==> config.mk <==
export PLATFORM = sky130hd
export DESIGN_NAME = all_gates
export DESIGN_NICKNAME = d
export VERILOG_FILES = /design/src/rtl/all_gates.sv
export SDC_FILE = /design/constraint.sdc
export NUM_CORES = 1
export LEC_CHECK = 0
export ABC_CLOCK_PERIOD_IN_PS = 800
export CORE_AREA = 2 2 39 41
export DETAILED_ROUTE_END_ITERATION = 12
export DIE_AREA = 0 0 41 43
export MAX_ROUTING_LAYER = met4
export PLACE_DENSITY = 0.65
export SLEW_MARGIN = 20
export SYNTH_ARGS = -nofsm -noshare
export SYNTH_HDL_FRONTEND = slang
export SYNTH_SLANG_ARGS = --single-unit
==> constraint.sdc <==
create_clock -name clk -period 0.8 [get_ports clk]
set_input_delay 0.16 -clock clk [delete_from_list [all_inputs] [get_ports clk]]
set_output_delay 0.16 -clock clk [all_outputs]
set_load 0.1 [all_outputs]
==> src/rtl/all_gates.sv <==
// Registered bank of the seven basic two-input gates plus an op_sel-routed result.
// Every output is a flop, and rst clears all of them immediately.
module all_gates #(
    parameter int WIDTH = 1
) (
    input  logic             clk,
    input  logic             rst,
    input  logic             en,
    input  logic [WIDTH-1:0] a_in,
    input  logic [WIDTH-1:0] b_in,
    input  logic [2:0]       op_sel,
    output logic [WIDTH-1:0] and_out,
    output logic [WIDTH-1:0] or_out,
    output logic [WIDTH-1:0] nand_out,
    output logic [WIDTH-1:0] nor_out,
    output logic [WIDTH-1:0] xor_out,
    output logic [WIDTH-1:0] xnor_out,
    output logic [WIDTH-1:0] not_out,
    output logic [WIDTH-1:0] result_out,
    output logic             valid_out
);

    logic [WIDTH-1:0] and_next, or_next, nand_next, nor_next;
    logic [WIDTH-1:0] xor_next, xnor_next, not_next, result_next;
    logic [WIDTH-1:0] and_reg, or_reg, nand_reg, nor_reg;
    logic [WIDTH-1:0] xor_reg, xnor_reg, not_reg, result_reg;
    logic             valid_reg;

    // Each output bit sees only its own pair of operand bits.
    for (genvar gi = 0; gi < WIDTH; gi++) begin : g_bit
        assign and_next[gi]  = a_in[gi] & b_in[gi];
        assign or_next[gi]   = a_in[gi] | b_in[gi];
        assign nand_next[gi] = ~(a_in[gi] & b_in[gi]);
        assign nor_next[gi]  = ~(a_in[gi] | b_in[gi]);
        assign xor_next[gi]  = a_in[gi] ^ b_in[gi];
        assign xnor_next[gi] = ~(a_in[gi] ^ b_in[gi]);
        assign not_next[gi]  = ~a_in[gi];
    end

    // The selection is taken from the same next-state vectors that load the
    // individual gate registers, so result_out always matches its gate.
    always_comb begin
        result_next = '0;
        case (op_sel)
            3'd0:    result_next = and_next;
            3'd1:    result_next = or_next;
            3'd2:    result_next = nand_next;
            3'd3:    result_next = nor_next;
            3'd4:    result_next = xor_next;
            3'd5:    result_next = xnor_next;
            3'd6:    result_next = not_next;
            default: result_next = '0;
        endcase
    end

    always_ff @(posedge clk or posedge rst) begin
        if (rst) begin
            and_reg    <= '0;
            or_reg     <= '0;
            nand_reg   <= '0;
            nor_reg    <= '0;
            xor_reg    <= '0;
            xnor_reg   <= '0;
            not_reg    <= '0;
            result_reg <= '0;
            valid_reg  <= 1'b0;
        end else begin
            valid_reg <= en;
            if (en) begin
                and_reg    <= and_next;
                or_reg     <= or_next;
                nand_reg   <= nand_next;
                nor_reg    <= nor_next;
                xor_reg    <= xor_next;
                xnor_reg   <= xnor_next;
                not_reg    <= not_next;
                result_reg <= result_next;
            end
        end
    end

    assign and_out    = and_reg;
    assign or_out     = or_reg;
    assign nand_out   = nand_reg;
    assign nor_out    = nor_reg;
    assign xor_out    = xor_reg;
    assign xnor_out   = xnor_reg;
    assign not_out    = not_reg;
    assign result_out = result_reg;
    assign valid_out  = valid_reg;

endmodule

After elaboration in Yosys (flattened, before gate mapping)

Index checks and enable logic that the tools add are counted.

Latch bits: 0
RAM bits: 0
Output and inout bits: 9
Bits of input ports: 8
Logic and storage cells: 24
Memories kept: 0
Bits in registers: 9
Bits in read-only memories: 0

Bitwise logic cells: 7
Divide/modulo/power cells: 0
Reduce and logical (&&, ||, !) cells: 1
Multipliers: 0
Shifts and indexed selects: 0
Multiplexer cells: 1
$add $sub $neg: 0
Magnitude comparators: 0
Equality and inequality tests: 6

Operators with widths:

| cell                                                                   | number |
|---|---|
| 3-bit equality test (second input constant)                            | 3 |
| 1-bit case mux with 7 select lines                                     | 1 |
| 3-bit by 2-bit equality test with 1-bit output (second input constant) | 2 |
| 1-bit inverter                                                         | 4 |
| 3-bit by 1-bit equality test with 1-bit output (second input constant) | 1 |
| 3-bit logical NOT                                                      | 1 |
| 1-bit AND                                                              | 1 |
| 1-bit OR                                                               | 1 |
| 1-bit bitwise XOR                                                      | 1 |

Depth between registers and ports, before layout

Gate-level depths: netlist (run 1).

Depth in word-level cells: 3
Depth in mapped cells: 5
Mapped depth without buffers: 5

Worst setup path before layout (run 1)

Ideal clock, no wire load.

Path kind: input-to-reg
Start point: in a_in
End point: reg result_reg (netlist: result_out)
Arrival: 1.186 ns
Cell stages on the path: 5
Data required time: 0.701 ns
Setup slack: -0.485 ns
Buffers on the path: 0
Library setup time: 0.099 ns
Cell sequence: inv_1 ha_1 or3b_1 o2111a_1 a311oi_1

Cells in the longest elaborated chain, start to end: 3
Elaborated cells between the ends (all ways): 8
Those cells by class: mux (1); bitwise (7)

Ends and longest elaborated chain:

| item                                   | RTL line | text |
|---|---|---|
| start: declaration                     | 9        | `input logic [WIDTH-1:0] a_in,` |
| 1-bit bitwise XOR (*)                  | 35       | `assign xor_next[gi] = a_in[gi] ^ b_in[gi];` |
| net xor_next                           | 24       | `logic [WIDTH-1:0] xor_next, xnor_next, not_next, result_next;` |
| 1-bit inverter                         | 36       | `assign xnor_next[gi] = ~(a_in[gi] ^ b_in[gi]);` |
| 1-bit case mux with 7 select lines (*) | 44       | `case (op_sel)` |
| end signal: assignment                 | 77       | `result_reg <= result_next;` |
| end: declaration                       | 26       | `logic [WIDTH-1:0] xor_reg, xnor_reg, not_reg, result_reg;` |

Mark *: on every way through the listed nets, which the timed path passes. The rest lies on a longest branch.
A chain may end at the register's enable or synchronous reset.

Final worst setup path (run 1)

Start point: reg xnor_reg (netlist: xnor_out)
End point: out xnor_out

RTL lines:

| item                     | RTL line | text |
|---|---|---|
| start: declaration       | 26       |  |
| start signal: assignment | 75       | `xnor_reg <= xnor_next;` |
| end: declaration         | 17       | `output logic [WIDTH-1:0] xnor_out,` |

No word-level cell between the ends.

==> run metrics, run 1 <==
failing checks setup timing; CTS tree built; CP endpoint kind output port; Setup crit start kind flip-flop; post-DP HPWL about 730 microns; P_sw ~690 uW; Congestion Overflow GR 0; Overall Power roughly 1.8 mW; ant diodes 0; switching part of the total power 39.1%; CP Data Required Time ~0.64 ns; Static Leak between 0.4 and 0.5 nW; Flop pwr share 33.0%; minimum clock period 1.10 ns; # IOs 17; Synth top area share around 53%; die area ~1800 sq um; Avg WL per Cell between 10 and 15 microns; Post-synth top cells dfrtp_1, inv_1, mux2_2; clock skew 0 ns; worst setup margin -0.300 ns; Routed WL about 1000 microns; Critical Path Fanout Max 2; critical path depth in cells 1; hold_buf cts 0; Mapped Nets 44; Cells after Synth 34; top-count cell post-synth dfrtp_1; Num CTS Buffers 3; Slew HR roughly nine tenths; register area between 200 and 300 sq um; VDD IR max between 1000 and 1500 uV; worst-margin pin slew around 0.16 ns; largest net degree at the start of global routing 10; Tcrit/Tclk final 137%; P_int between 1 and 1.5 mW; Die Width 41 microns; antenna violations before repair 0; clock latency on the worst-skew pair about 0.26 ns; Die H ~43 microns; first-pass GRT wire length roughly 1600 microns; Final nets 79; Worst-path clk slew approximately 0.060 ns; R2R Path Start or_out; DRT Pass-1 Iters 3; Fill cells 109; Max Cap Violations 0; crit path DAT 0.94 ns; Synthesis Warnings 0; Site Rows 14; Max stage delay on crit path roughly 0.5 ns; cells taking the most area after synthesis dfrtp_1, mux2_2, mux2i_1; WS Path Type flip-flop to output port; clk root buf clkbuf_4; synthesized flop and latch total 9; CP max-delay cell dfrtp_4; Buf/Inv on CP 1; count of cell types in the netlist 12; First DRT Iteration DRCs 3; Final Util between 60% and 70%; Clock power frac roughly a fifth; Mean Syn Cell Area 12.5 sq um; post-synthesis cell area roughly 420 sq um; post-synthesis cell type with the largest combined area dfrtp_1; Worst R2R End or_out; Starting Density between 30% and 40%; ANT nets after route 0; CP cell instances buf_12; setup violators final 16; Final Max Tran Viols 0; RePlAce Congestion around 0.74; Syn-to-layout area delta 119%; vias in the first global route just under 400; IO Port Bufs 16; Top FF cell, synth dfrtp_1; status finished with violations; layout cells sized above 1 about three quarters; reg2reg path depth 4; Sink Count 9; EDFF count, synth 0; detailed-route DRC error count 0; final hold vios 0; Max Clk Rate ~910 MHz; clk buf depth 2; RSZ-0062 raised after global routing yes; Core Box Area ~1400 sq um; Logic pwr share between 40% and 50%; via/cell ratio roughly 4.3; sequential share of the synthesized area approximately 53%; via count 362; area of the multi-input gates 193 sq um; global-route usage over all layers between 10 and 15%; CP top delay family flip-flops; Reg2Reg Setup Slack -0.11 ns; FFs w/ async S/R, synth 100%; hold crit path type input pin to asynchronous set/reset pin; Pwr per Cell Area around 1900 nW/um^2; CTS H-Tree Depth 1
metrics by stage:
| step | setup WS (ns) | instance area, sq um | instances | hold slack (ns) | setup TNS, ns |
|---|---|---|---|---|---|
| floorplan | -0.345 | 483 | 34 | -0.0120 | -1.44 |
| global placement | -1.05 | 843 | 76 | 0.472 | -5.44 |
| detailed placement | -1.09 | 843 | 76 | 0.474 | -5.72 |
| CTS | -0.297 | 922 | 84 | 0.195 | -3.19 |
| global route | -0.321 | 928 | 84 | 0.194 | -3.53 |
| finish | -0.300 | 928 | 84 | 0.193 | -3.06 |
how the worst max path moves through the flow:
stage,start,endpoint,slack (ns)
4_1_cts,nand_out,nand_out,-0.30
5_1_grt,xnor_out,xnor_out,-0.32
3_3_place_gp,b_in,result_out,-1.05
2_1_floorplan,b_in,result_out,-0.34
3_5_place_dp,b_in,result_out,-1.09
6_report,xnor_out,xnor_out,-0.30
power groups by stage:
stage	registers, mW	clock network [mW]	logic (mW)
after floorplan	0.923	0	0.106
after global placement	0.591	0	0.778
after detailed placement	0.595	0	0.787
after CTS	0.586	0.364	0.836
after global routing	0.594	0.399	0.868
final	0.586	0.356	0.833
tightest hold or removal path: stages:
cell and delay (ns):
clkdlybuf4s50_1 0.40, inv_1 0.09, buf_12 0.13
area by class of cell:
type                    instances  area share (%)
repair buffers                 31            42.6
clock buffers                   4            2.83
well taps                      16            2.16
inverters                       6            4.04
flip-flops and latches          9            27.6
multi-input cells              18            20.8
timing repair:
action	4_1_cts	5_1_grt
resized for setup	22	3
hold endpoints to repair	0	0
endpoints found under the setup margin	17	16
pin swaps	2	1
buffers inserted	3	2
cloned	1	0
per-layer routing:
layer	track usage (%)	share of wire, %
met4	8.00	0
met1	15.6	40
met2	24.7	56
met5	-	0
met3	3.14	4.1
cells in the final DEF, fill, tap and decap left out:
cell type	netlist	layout
clkbuf_4	0	3
inv_2	0	2
clkdlybuf4s50_1	0	2
a21oi_1	1	1
dlygate4sd2_1	0	3
buf_12	0	11
ha_4	0	1
nor2_1	2	2
ha_2	0	1
mux2_2	5	5
buf_6	0	5
a311oi_2	0	1
inv_1	6	2
or3b_1	1	1
dfrtp_4	0	8
mux2i_1	4	4
buf_4	0	9
o2111a_1	1	1
inv_12	0	1
dfrtp_2	0	1
xor2_1	1	1
inv_4	0	1
buf_2	1	1
clkbuf_1	0	1
flip-flops by register name, summed over array words and instances, names as in the netlist:
signal	count
nand_out	1
or_out	1
nor_out	1
not_out	1
result_out	1
xnor_out	1
and_out	1
xor_out	1
valid_out	1
cell families after synthesis:
family,share of synthesized area (%)
adder cells (fa/ha/maj),5.90
AND/OR/NAND/NOR,3.84
AO/OA/AOI/OAI,5.90
buffers and inverters,6.49
XOR/XNOR,2.07
multiplexers,22.7
flip-flops,53.1
Note: power is estimated with default switching activity, not from simulation.
==> inputs of run 2 (changes only) <==
--- a/config.mk
+++ b/config.mk
@@ -6,11 +6,13 @@
 export NUM_CORES = 1
 export LEC_CHECK = 0
 export ABC_CLOCK_PERIOD_IN_PS = 800
-export CORE_AREA = 2 2 39 41
+export CELL_PAD_IN_SITES_DETAIL_PLACEMENT = 1
+export CELL_PAD_IN_SITES_GLOBAL_PLACEMENT = 1
+export CORE_MARGIN = 2
+export CORE_UTILIZATION = 30
 export DETAILED_ROUTE_END_ITERATION = 12
-export DIE_AREA = 0 0 41 43
 export MAX_ROUTING_LAYER = met4
-export PLACE_DENSITY = 0.65
+export PLACE_DENSITY = 0.76
 export SLEW_MARGIN = 20
 export SYNTH_ARGS = -nofsm -noshare
 export SYNTH_HDL_FRONTEND = slang
==> run 2 against run 1 <==
  * The flow still finishes with violations (setup timing)
  * Sequential share of layout area fell by 0.11 points
  * Critical path depth did not move
  * Combinational power rose by 2.5%
  * Worst setup slack improved by 0.0073 ns
  * Final cell count did not move
  * Design area rose by 0.40%
  * Critical endpoint is now xor_out
==> run metrics, run 2 (synthesized netlist as in run 1, its figures left out) <==
status finished with violations (unchanged); failing checks setup timing (unchanged); Buf/Inv on CP 1 (unchanged); worst setup margin -0.293 ns (was -0.300 ns); post-DP HPWL 956 microns (was 726 microns); Overall Power 1.79 mW (was 1.78 mW); Max Cap Violations 0 (unchanged); via count 393 (was 362); ant diodes 0 (unchanged); largest net degree at the start of global routing 10 (unchanged); Avg WL per Cell 14.9 microns (was 11.9 microns); Max stage delay on crit path 0.50 ns (about the same); Logic pwr share 47.7% (was 46.9%); CTS tree built (unchanged); hold crit path type input pin to asynchronous set/reset pin (unchanged); crit path DAT 0.93 ns (was 0.94 ns); clk root buf clkbuf_4 (unchanged); ANT nets after route 0 (unchanged); clk buf depth 2 (unchanged); clock skew 0 ns (unchanged); Tcrit/Tclk final 137% (about the same); WS Path Type flip-flop to output port (unchanged); Critical Path Fanout Max 2 (unchanged); commonest cells after routing, fill and taps aside buf_12, buf_4, dfrtp_4, mux2i_1, mux2_2 (was buf_12, buf_4, dfrtp_4, mux2_2, buf_6); Syn-to-layout area delta 120% (was 119%); Final nets 80 (was 79); DRT Pass-1 Iters 1 (was 3); # IOs 17 (unchanged); VDD IR max 1380 uV (was 1130 uV); final hold vios 0 (unchanged); die area 1730 sq um (was 1760 sq um); switching part of the total power 39.2% (was 39.1%); Worst-path clk slew 0.06 ns (about the same); Slew HR 86.2% (was 89.1%); worst-margin pin slew 0.206 ns (was 0.159 ns); Site Rows 13 (was 14); global-route usage over all layers 18.3% (was 15.0%); P_int 1.09 mW (was 1.08 mW); IO Port Bufs 16 (unchanged); Max Clk Rate 915 MHz (was 909 MHz); CP endpoint kind output port (unchanged); first-pass GRT wire length 2280 microns (was 1650 microns); Die Width 41.6 microns (was 41 microns); setup violators final 16 (unchanged); antenna violations before repair 0 (unchanged); Pwr per Cell Area 1920 nW/um^2 (was 1910 nW/um^2); CP Data Required Time 0.64 ns (about the same); Congestion Overflow GR 0 (unchanged); detailed-route DRC error count 0 (unchanged); First DRT Iteration DRCs 0 (was 3); Core Box Area 1320 sq um (was 1380 sq um); vias in the first global route 479 (was 385); Post-Layout Cell Count 84 (unchanged); clock latency on the worst-skew pair 0.26 ns (about the same); placed insts 74 (was 76); minimum clock period 1.09 ns (was 1.10 ns); Starting Density 32.2% (was 30.7%); Routed WL 1250 microns (was 999 microns); Static Leak 0.436 nW (was 0.427 nW); CTS H-Tree Depth 1 (unchanged); via/cell ratio 4.68 (was 4.31); Final Max Tran Viols 0 (unchanged); layout cells sized above 1 72.5% (was 73.5%); P_sw 702 uW (was 695 uW); CP max-delay cell dfrtp_4 (unchanged); Final Util 70.8% (was 67.1%); CP top delay family flip-flops (unchanged); Flop pwr share 32.7% (was 33.0%); RePlAce Congestion 0.694 (was 0.735); Clock power frac 19.6% (was 20.1%); RSZ-0062 raised after global routing yes (unchanged); Num CTS Buffers 3 (unchanged); CP cell instances buf_12 (unchanged); Setup crit start kind flip-flop (unchanged); Sink Count 9 (unchanged); Die H 41.6 microns (was 43 microns)
[run 2: changes by cell type in the layout (fill, tap and decap cells not counted)]
cell      change
buf_4         +2
buf_6         -2
a311oi_1      +1
a311oi_2      -1
buf_8         +1
ha_1          +1
ha_2          -1
mux2_2        -1
mux2_4        +1
or3b_1        -1
or3b_4        +1
[run 2: repair_timing]
item                                    4_1_cts  5_1_grt
pin swaps                                     2        1
endpoints found under the setup margin       17       16
cloned                                        1        0
hold buffers                                  0        0
buffers inserted                              4        2
resized for setup                            18        5
[run 2: cell type report]
type | count | area, sq um
inverters | 6 | 37.5
fillers | 123 | 385
repair buffers | 32 | 403
flip-flops and latches | 9 | 256
well taps | 15 | 18.8
multi-input cells | 18 | 190
clock buffers | 4 | 26.3
[run 2: power groups by stage]
stage,clock (mW),combinational [mW],sequential (mW)
finish,0.351,0.854,0.587
global route,0.399,0.890,0.592
floorplan,0,0.106,0.923
detailed placement,0,0.791,0.597
global placement,0,0.770,0.590
CTS,0.362,0.833,0.583
[run 2: final timing paths]
check	from	end	slack (ns)	cells after the start
min	rst	valid_out	0.19	3
max reg2reg	xor_out	xor_out	-0.21	2
max	xor_out	xor_out	-0.29	1
max in group asynchronous	rst	xor_out	0.49	3
min in group clk	a_in	not_out	0.30	4
min reg2reg	and_out	and_out	0.60	1
[run 2: per-stage QoR]
step,instance area [sq um],setup TNS (ns),worst slack (ns),hold slack [ns]
6_report,932,-3.27,-0.293,0.192
5_1_grt,932,-3.69,-0.322,0.214
4_1_cts,907,-3.24,-0.290,0.210
3_5_place_dp,835,-5.77,-1.10,0.489
3_3_place_gp,835,-5.39,-1.04,0.469
2_1_floorplan,483,-1.44,-0.345,-0.0120
[run 2: per-layer routing]
layer	GRT usage, %	up-vias	share of wire, %
met1	19.0	199	39
met4	5.81	0	0
met2	34.4	12	57
met5	-	-	0
li1	-	182	-
met3	3.04	0	3.7
==> inputs of run 3 (changes only) <==
--- a/config.mk
+++ b/config.mk
@@ -13,6 +13,7 @@
 export DETAILED_ROUTE_END_ITERATION = 12
 export MAX_ROUTING_LAYER = met4
 export PLACE_DENSITY = 0.76
+export SKIP_LAST_GASP = 1
 export SLEW_MARGIN = 20
 export SYNTH_ARGS = -nofsm -noshare
 export SYNTH_HDL_FRONTEND = slang
==> run 3 against run 2 <==
  * The flow still finishes with violations (setup timing)
  * Global-route usage down 0.47 points
  * Total power down 0.58%
  * Fmax up 0.13%
  * Sequential share of layout area up 0.45 points
  * Sequential cell count unchanged
  * Hold slack worse by 0.0017 ns
  * Core utilization down 1.1 points
  * Die area unchanged
  * Clock-buffer cell count unchanged
  * Critical endpoint unchanged
  * Largest power group unchanged
==> run metrics, run 3 (synthesized netlist as in run 1, its figures left out) <==
Reg2Reg Setup Slack -0.21 ns (about the same); Core Box Area 1320 sq um (unchanged); ANT nets after route 0 (unchanged); Max Clk Rate 916 MHz (was 915 MHz); most common cell after layout, fill and taps aside buf_4; Static Leak 0.431 nW (was 0.436 nW); VDD IR max 1380 uV (about the same); Pwr per Cell Area 1940 nW/um^2 (was 1920 nW/um^2); Die H 41.6 microns (unchanged); clk buf depth 2 (unchanged); Final Util 69.6% (was 70.8%); critical path depth in cells 1 (unchanged); reg2reg path depth 2 (unchanged); CP endpoint kind output port (unchanged); Tcrit/Tclk final 136% (was 137%); final hold vios 0 (unchanged); status finished with violations (unchanged); Sink Count 9 (unchanged); Critical Path Fanout Max 2 (unchanged); clock skew 0 ns (unchanged); DRT Pass-1 Iters 4 (was 1); Fin Hold WS 0.190 ns (was 0.192 ns); Logic pwr share 47.3% (was 47.7%); crit path DAT 0.93 ns (about the same); placed insts 74 (unchanged); minimum clock period 1.09 ns (about the same); setup violators final 16 (unchanged); failing checks setup timing (unchanged); Flop pwr share 32.9% (was 32.7%); via count 397 (was 393); Die Width 41.6 microns (unchanged); post-DP HPWL 956 microns (unchanged); Buf/Inv on CP 1 (unchanged); P_int 1.08 mW (was 1.09 mW); Syn-to-layout area delta 116% (was 120%); Starting Density 32.2% (unchanged); Final nets 80 (unchanged); commonest cells after routing, fill and taps aside buf_4, buf_12, dfrtp_4, buf_6 (was buf_12, buf_4, dfrtp_4, mux2i_1, mux2_2); worst-margin pin slew 0.206 ns (about the same); switching part of the total power 39.4% (was 39.2%); Num CTS Buffers 3 (unchanged); IO Port Bufs 16 (unchanged); WS Path Type flip-flop to output port (unchanged); clock latency on the worst-skew pair 0.26 ns (about the same); RSZ-0062 raised after global routing yes (unchanged); hold_buf cts 0 (unchanged); Final Max Tran Viols 0 (unchanged); placed cell areas 835 sq um (unchanged); Non-Filler Cell Area, Final 917 sq um (was 932 sq um); Site Rows 13 (unchanged); Slew HR 86.2% (about the same); clk root buf clkbuf_4 (unchanged); hold crit path type input pin to asynchronous set/reset pin (unchanged); worst setup margin -0.291 ns (was -0.293 ns); via/cell ratio 4.73 (was 4.68); CP Data Required Time 0.64 ns (about the same); Post-Layout Cell Count 84 (unchanged); Avg WL per Cell 14.6 microns (was 14.9 microns); setup TNS -3.28 ns (was -3.27 ns); Overall Power 1.78 mW (was 1.79 mW); antenna violations before repair 0 (unchanged); R2R Path Start xor_out (unchanged); Worst-path clk slew 0.06 ns (about the same); first-pass GRT wire length 2230 microns (was 2280 microns); Max stage delay on crit path 0.50 ns (about the same); RePlAce Congestion 0.694 (unchanged); CTS H-Tree Depth 1 (unchanged); pre-CTS setup slack -1.10 ns (unchanged); global-route usage over all layers 17.8% (was 18.3%); # IOs 17 (unchanged); First DRT Iteration DRCs 1 (was 0); P_sw 701 uW (was 702 uW); Setup crit start kind flip-flop (unchanged); vias in the first global route 481 (was 479); Clock power frac 19.8% (was 19.6%); Routed WL 1230 microns (was 1250 microns); CTS tree built (unchanged); detailed-route DRC error count 0 (unchanged); CP max-delay cell dfrtp_4 (unchanged); Max Cap Violations 0 (unchanged); CP top delay family flip-flops (unchanged); die area 1730 sq um (unchanged); layout cells sized above 1 71.0% (was 72.5%); ant diodes 0 (unchanged); largest net degree at the start of global routing 10 (unchanged); Congestion Overflow GR 0 (unchanged); Worst R2R End xor_out (unchanged); CP cell instances buf_12 (unchanged)
-- run 3: cell types whose count changed in the layout (fill, tap and decap cells not counted) --
| cell | previous run | this run |
|---|---|---|
| or3b_1 | 0 | 1 |
| buf_6 | 3 | 5 |
| buf_8 | 1 | 0 |
| buf_12 | 11 | 10 |
| or3b_4 | 1 | 0 |
-- run 3: power groups by stage --
stage | Combinational, mW | Sequential, mW | Clock, mW
finish | 0.842 | 0.586 | 0.353
global route | 0.879 | 0.592 | 0.399
CTS | 0.828 | 0.583 | 0.362
detailed placement | 0.791 | 0.597 | 0
global placement | 0.770 | 0.590 | 0
floorplan | 0.106 | 0.923 | 0
-- run 3: worst max-delay path by stage --
stage | from | endpoint | slack (ns)
6_report | xor_out | xor_out | -0.29
3_3_place_gp | b_in | result_out | -1.04
5_1_grt | xor_out | xor_out | -0.32
4_1_cts | nor_out | nor_out | -0.29
2_1_floorplan | b_in | result_out | -0.34
3_5_place_dp | b_in | result_out | -1.10
-- run 3: routing by layer --
layer,GRT usage [%],part of all wire [%],vias up,wire length [microns]
met5,-,0,-,0
met4,5.81,0,0,0
met3,3.04,4.6,0,56
met2,33.4,56,12,694
met1,18.5,39,202,477
li1,-,-,183,-
-- run 3: final cells by class --
class / count / area, sq um
clock buffers: 4 / 26.3
fillers: 131 / 400
inverters: 6 / 37.5
multi-input cells: 18 / 188
flip-flops and latches: 9 / 256
well taps: 15 / 18.8
repair buffers: 32 / 390
-- run 3: worst min-delay path: cells and delay by family --
kind | cells | cell delay (ns)
buffers and inverters | 3 | 0.61
-- run 3: repair_timing --
action                                  CTS  global route
hold endpoints to repair                  0             0
buffers inserted                          4             2
cloned                                    1             0
endpoints found under the setup margin   17            16
resized for setup                        16             3
pin swaps                                 2             1
